===== src/rtl/prio_encoder_rr.sv =====
// Registered N-way priority encoder with fixed (MSB-first) or round-robin priority.
// Latency 1 cycle; valid/ready output slot that holds its grant while ready is low.
module prio_encoder_rr #(
  parameter int N = 8,
  localparam int W = $clog2(N)
) (
  input  logic         clk_i,
  input  logic         rst_ni,
  input  logic         enable_i,
  input  logic         mode_i,
  input  logic [N-1:0] req_i,
  input  logic         ready_i,
  output logic         valid_o,
  output logic [W-1:0] idx_o,
  output logic [N-1:0] onehot_o,
  output logic         busy_o
);

  localparam logic [W-1:0] LAST = W'(N - 1);
  localparam logic [N-1:0] ONE  = {{(N-1){1'b0}}, 1'b1};

  logic         valid_q;
  logic [W-1:0] idx_q;
  logic [N-1:0] onehot_q;
  logic [W-1:0] top_q;

  logic [W-1:0] fixed_win;
  logic [W-1:0] rr_win;
  logic [W-1:0] rr_pos;
  logic         rr_found;
  logic [W-1:0] win;
  logic [W-1:0] next_top;
  logic         free;
  logic         capture;

  always_comb begin
    fixed_win = '0;
    for (int i = 0; i < N; i++) begin
      if (req_i[i]) fixed_win = W'(i);
    end
  end

  // Walk down from top with explicit wrap so non-power-of-two N never leaves 0..N-1.
  always_comb begin
    rr_win   = '0;
    rr_found = 1'b0;
    rr_pos   = top_q;
    for (int i = 0; i < N; i++) begin
      if (!rr_found && req_i[rr_pos]) begin
        rr_win   = rr_pos;
        rr_found = 1'b1;
      end
      rr_pos = (rr_pos == '0) ? LAST : rr_pos - 1'b1;
    end
  end

  assign win      = mode_i ? rr_win : fixed_win;
  assign next_top = (win == '0) ? LAST : win - 1'b1;
  assign free     = !valid_q || ready_i;
  assign capture  = enable_i && free && (req_i != '0);

  always_ff @(posedge clk_i or negedge rst_ni) begin
    if (!rst_ni) begin
      valid_q  <= 1'b0;
      idx_q    <= '0;
      onehot_q <= '0;
      top_q    <= LAST;
    end else if (capture) begin
      valid_q  <= 1'b1;
      idx_q    <= win;
      onehot_q <= ONE << win;
      if (mode_i) top_q <= next_top;
    end else if (valid_q && ready_i) begin
      valid_q  <= 1'b0;
      onehot_q <= '0;
    end
  end

  assign valid_o  = valid_q;
  assign idx_o    = idx_q;
  assign onehot_o = onehot_q;
  assign busy_o   = valid_q && !ready_i;

endmodule


===== config.mk =====
export PLATFORM = sky130hd
export DESIGN_NAME = prio_encoder_rr
export DESIGN_NICKNAME = d
export VERILOG_FILES = /design/src/rtl/prio_encoder_rr.sv
export SDC_FILE = /design/constraint.sdc
export NUM_CORES = 1
export LEC_CHECK = 0
export ABC_AREA = 1
export BUFFER_PORTS_ARGS = -buffer_cell sky130_fd_sc_hd__clkbuf_2
export CELL_PAD_IN_SITES_DETAIL_PLACEMENT = 0
export CELL_PAD_IN_SITES_GLOBAL_PLACEMENT = 1
export CORE_UTILIZATION = 42
export CTS_BUF_LIST = sky130_fd_sc_hd__clkbuf_4
export DETAILED_ROUTE_END_ITERATION = 6
export PLACE_DENSITY_LB_ADDON = 0.3
export SLEW_MARGIN = 30
export SYNTH_ARGS = -nofsm -noshare
export SYNTH_HDL_FRONTEND = slang
export SYNTH_SLANG_ARGS = --single-unit

===== constraint.sdc =====
create_clock -name clk_i -period 4.7 [get_ports clk_i]
set_clock_uncertainty 0.05 [all_clocks]
set_input_delay 0.235 -clock clk_i [delete_from_list [all_inputs] [get_ports clk_i]]
set_output_delay 0.235 -clock clk_i [all_outputs]
set_load 0.005 [all_outputs]

[Word level (Yosys, flattened, before mapping)]
Cells that the tools add are included.
Cells by class
  add/subtract/negate cells: 8
  $mul: 0
  div/mod/pow operators: 0
  $lt $le $gt $ge: 8
  equal/unequal tests: 0
  shift operators: 1
  multiplexer cells: 51
  bitwise logic cells: 0
  reduce and logical (&&, ||, !) cells: 32
Operator list (number)
  3-bit 2-to-1 mux: 21
  3-bit by 4-bit less-than comparator with 1-bit output (second input constant): 8
  1-bit binary-select mux with 3-bit select: 8
  3-bit zero test: 8
  3-bit by 1-bit subtractor with 3-bit output (second input constant): 8
  1-bit 2-to-1 mux: 18
  8-bit 2-to-1 mux: 2
  1-bit logical AND: 11
  1-bit zero test: 9
  8-bit nonzero test: 1
  1-bit by 3-bit left shift with 8-bit output (first input constant): 1
  2-bit 2-to-1 mux: 2
  2-bit AND reduction: 1
  2-bit nonzero test: 1
  1-bit logical OR: 1
Word-level totals
  flip-flop bits (word level): 15
  bits in latches: 0
  memory bits (writable): 0
  bits in read-only memories: 0
  input bits: 13
  word-level logic and storage cells: 104
  memories: 0

[Depth between registers and ports, before layout]
  depth after elaboration: 27
  depth in mapped cells: 30
  depth with buffers taken out: 29

[Worst setup path before layout]
OpenSTA, ideal clock, no wires.
  path kind: reg-to-reg
  start point: register top_q[0]
  end point: register top_q[1]
  data arrival time: 3394 ps
  path slack: 1177 ps
  cell stages (with the launch flop): 25
  buffers on the path: 1
  period minus slack after synthesis: 3523 ps
  cell sequence: dfstp_2 buf_4 inv_4 ha_1 nand2_2 inv_2 ha_1 nor2_1 inv_1 nand3_1 nand3_1 nand2_1 nand2_2 nand2_2 nand2_2 nand3_1 nand3b_1 nand2_1 nand2_1 o21ai_0 nand3_1 nand2_1 inv_1 ha_1 o21ai_0
On the way
  word-level cells in the longest chain between the ends: 27
  elaborated cells on any way between the ends: 70
  those cells by class: add/sub: 8; mux: 40; reduce/logical: 22
RTL lines
  start, declared: RTL line 25  | logic [W-1:0] top_q;
  start signal, assigned: RTL line 72  | if (mode_i) top_q <= next_top;
  parallel branches: the longest is 23 deep, another holds 3-bit by 1-bit subtractor with 3-bit output
  3-bit 2-to-1 mux *: RTL line 49  | if (!rr_found && req_i[rr_pos]) begin
  3-bit 2-to-1 mux *: RTL line 57  | assign win = mode_i ? rr_win : fixed_win;
  named net win[1]: RTL line 31  | logic [W-1:0] win;
  3-bit by 1-bit subtractor with 3-bit output or 3-bit zero test (tied branches): RTL line 58  | assign next_top = (win == '0) ? LAST : win - 1'b1;
  3-bit 2-to-1 mux *: RTL line 58
Mark *: on every way through the listed nets, which the timed path passes. The select of a mux whose other input is x is not followed.
A chain may end at the register's enable or synchronous reset.

[Final worst setup path]
  start point: register top_q[1]
  end point: register top_q[1]
The elaborated chain is that of the path after synthesis.

==> results.cfg <==
[yosys]
synth_warnings = 0
ys_ff_latch = 15
synth_seq_area_share_pct = 19.2
ys_types = 31
syn_area_um2 = 1970
postSynthAreaPerCell_um2 = 6.12
synth-edff-count = 0
synth_top_area_share_pct = 17.3
yosys_most_used_dff = dfrtp_1
synth_cells = 322
synthArstFlopShare_pct = 100
synth_area_leaders = nand2_1 (17%), nand3_1 (16%), dfrtp_1 (15%)
synth_top_area_cell = nand2_1
synth_nets = 350

[cells_and_area]
insertedDiodeCount = 0
area_growth_pct = 10.2
multi_input_area_um2 = 1370
layout_common_cells = nand2_1 (91), nand3_1 (64), inv_1 (43)
nets = 378
fill_cells = 477
final-seq-area_um2 = 379
layout_commonest_cell = nand2_1
drive_gt1_share_pct = 20.1

[worst_setup_path]
ff2ff_path_depth = 25
cp_common_cell = nand3_1
reg2reg_from = top_q[1]
criticalPathCategory = register to register
critical_path.top_delay_family = simple AND/OR/NAND/NOR gates
slowest_stage = dfstp_2
critPathLaunchType = register
slowest_delay_ps = 570
reg2reg_slack_ps = 520
path_buf_inv = 4
end_kind = register
cp.required_ps = 4860
r2r_end = top_q[1]
crit_path_start = top_q[1]
path_max_fanout = 14
crit_arrival_ps = 4340
cp.depth = 25
endpoint = top_q[1]

[detailed_routing]
route.vias.total = 2122
viasPerCell = 5.29
wirelength_um = 5390
drc = 0
dr.pass1.iters = 4
wl_per_cell_um = 13.4
ant_nets = 0
drt_iter0_drc = 101

[clocking]
cts.path.max_buffers = 2
clock_latency_ps = 280
h-tree-depth = 1
cts_resized = 0
cts-root-buf = clkbuf_4
cts_tree = yes
path_clk_slew_ps = 90
clock_sinks = 15
numCtsBuffers = 3

[global_route]
grt-ovfl-total = 0
grt_pass1_vias = 2063
grt_pass1_wl_um = 9460
grt_max_degree = 21
antenna_found_initial = 0
grt_use_total_pct = 23.7

[floorplan]
io_pins = 26
die_y_um = 70.5
core_um2 = 4440
num_rows = 24
start_util_pct = 44.3
die-area_um2 = 4970
die_w_um = 70.5

[worst_hold_path]
min_path_cells = 4
hold_class = input pin to register

[sta]
slew-limit-headroom_pct = 60.0
slew_viol_final = 0
tightest_slew_ps = 597
fin_crit_ps = 4180
grt_setup_unrepaired = false
max_clock_freq_mhz = 239
setup_viol_count_final = 0
hold_violations = 0
fin_crit_sh_pct = 89.0
setup_tns_ps = 0

[placement]
routabilityCongestion = 0.926
dpl.hpwl_um = 4530
io_buffers = 25

[run_status]
outcome = complete, no violations

[job]
maxCapViolCount = 0
[worst register-to-register path, cell delays in order (launching register included)]
cell and delay (ps):
dfstp_2 570, inv_1 100, ha_1 280, nand2_4 190, nand2_2 160, inv_2 170
ha_1 240, nor2_1 100, inv_1 80, nand3_1 110, nand3_1 110, nand2_1 120
nand2_2 110, nand2_2 100, nand2_2 110, nand3_1 90, nand3_1 130, nand2_1 100
nand2_1 150, nor2_1 60, nor2_1 100, nand3_1 100, nand2_1 230, inv_1 100
ha_1 290, o21ai_0 160
[metrics by stage]
| step | instance area [um^2] | cells | worst slack [ps] | util, % | hold WS, ps |
|---|---|---|---|---|---|
| final | 2170 | 401 | 517 | 48.8 | 191 |
| after global routing | 2170 | 401 | 47.0 | 48.8 | 205 |
| after CTS | 2170 | 401 | 512 | 48.8 | 183 |
| after detailed placement | 2130 | 396 | 535 | 48.0 | 119 |
| after global placement | 2130 | 396 | 600 | 48.0 | 114 |
| after floorplan | 1970 | 322 | 1180 | - | -111 |
[cell type report]
cell class,instances,share of cell area (%)
Timing Repair Buffer,27,6.57
Sequential cell,15,17.5
Clock buffer,3,1.04
Clock inverter,1,0.231
Multi-Input combinational cell,255,63.2
Tap cell,52,3.00
Inverter,48,8.53
[routing by layer]
metal | part of all wire (%) | global-route usage (%) | vias to the layer above
met4 | 3.1 | 11.1 | 0
li1 | - | - | 1099
met3 | 2.7 | 0.866 | 13
met2 | 49 | 41.9 | 45
met5 | 0 | 0 | -
met1 | 45 | 29.9 | 965
[cell families (layout without fill, tap and decap cells)]
family          Yosys count  after routing  share of synthesized area [%]
simple gates            208            208                           50.3
buf+inv                  52             79                           11.2
compound gates           32             32                           9.78
fa+ha+maj                15             15                           9.52
flops                    15             15                           19.2
[worst min path at each step]
stage | startpoint | end | slack (ps)
floorplan | rst_ni | idx_o[0] | -110
global placement | rst_ni | onehot_o[6] | 110
detailed placement | rst_ni | onehot_o[2] | 120
CTS | ready_i | valid_o | 180
global route | ready_i | valid_o | 200
finish | ready_i | valid_o | 190
[timing repair]
action / 4_1_cts / 5_1_grt
endpoints found under the setup margin: 0 / 0
hold buffers: 1 / 0
hold endpoints to repair: 12 / 0
setup buffers: 0 / 0
[sequential cells by signal, summed over array words and instances, names as in the netlist]
signal / flops
idx_o: 3
valid_o: 1
onehot_o: 8
top_q: 3
[Yosys cell counts, types with 2 or more instances]
cell / count
inv_2: 2
inv_1: 43
o21ai_0: 11
nand4_1: 6
clkinv_2: 2
dfstp_2: 3
nand3_1: 64
o21ai_2: 6
nand2_4: 3
nand3b_1: 2
nand2_1: 91
nand2_2: 15
buf_6: 2
ha_1: 15
nand3_2: 5
nor2_1: 17
a21oi_1: 4
dfrtp_1: 12
o21ai_1: 7
Power is not shown: default switching activity piles up to over one toggle a cycle in this logic, so the estimate is an artifact.
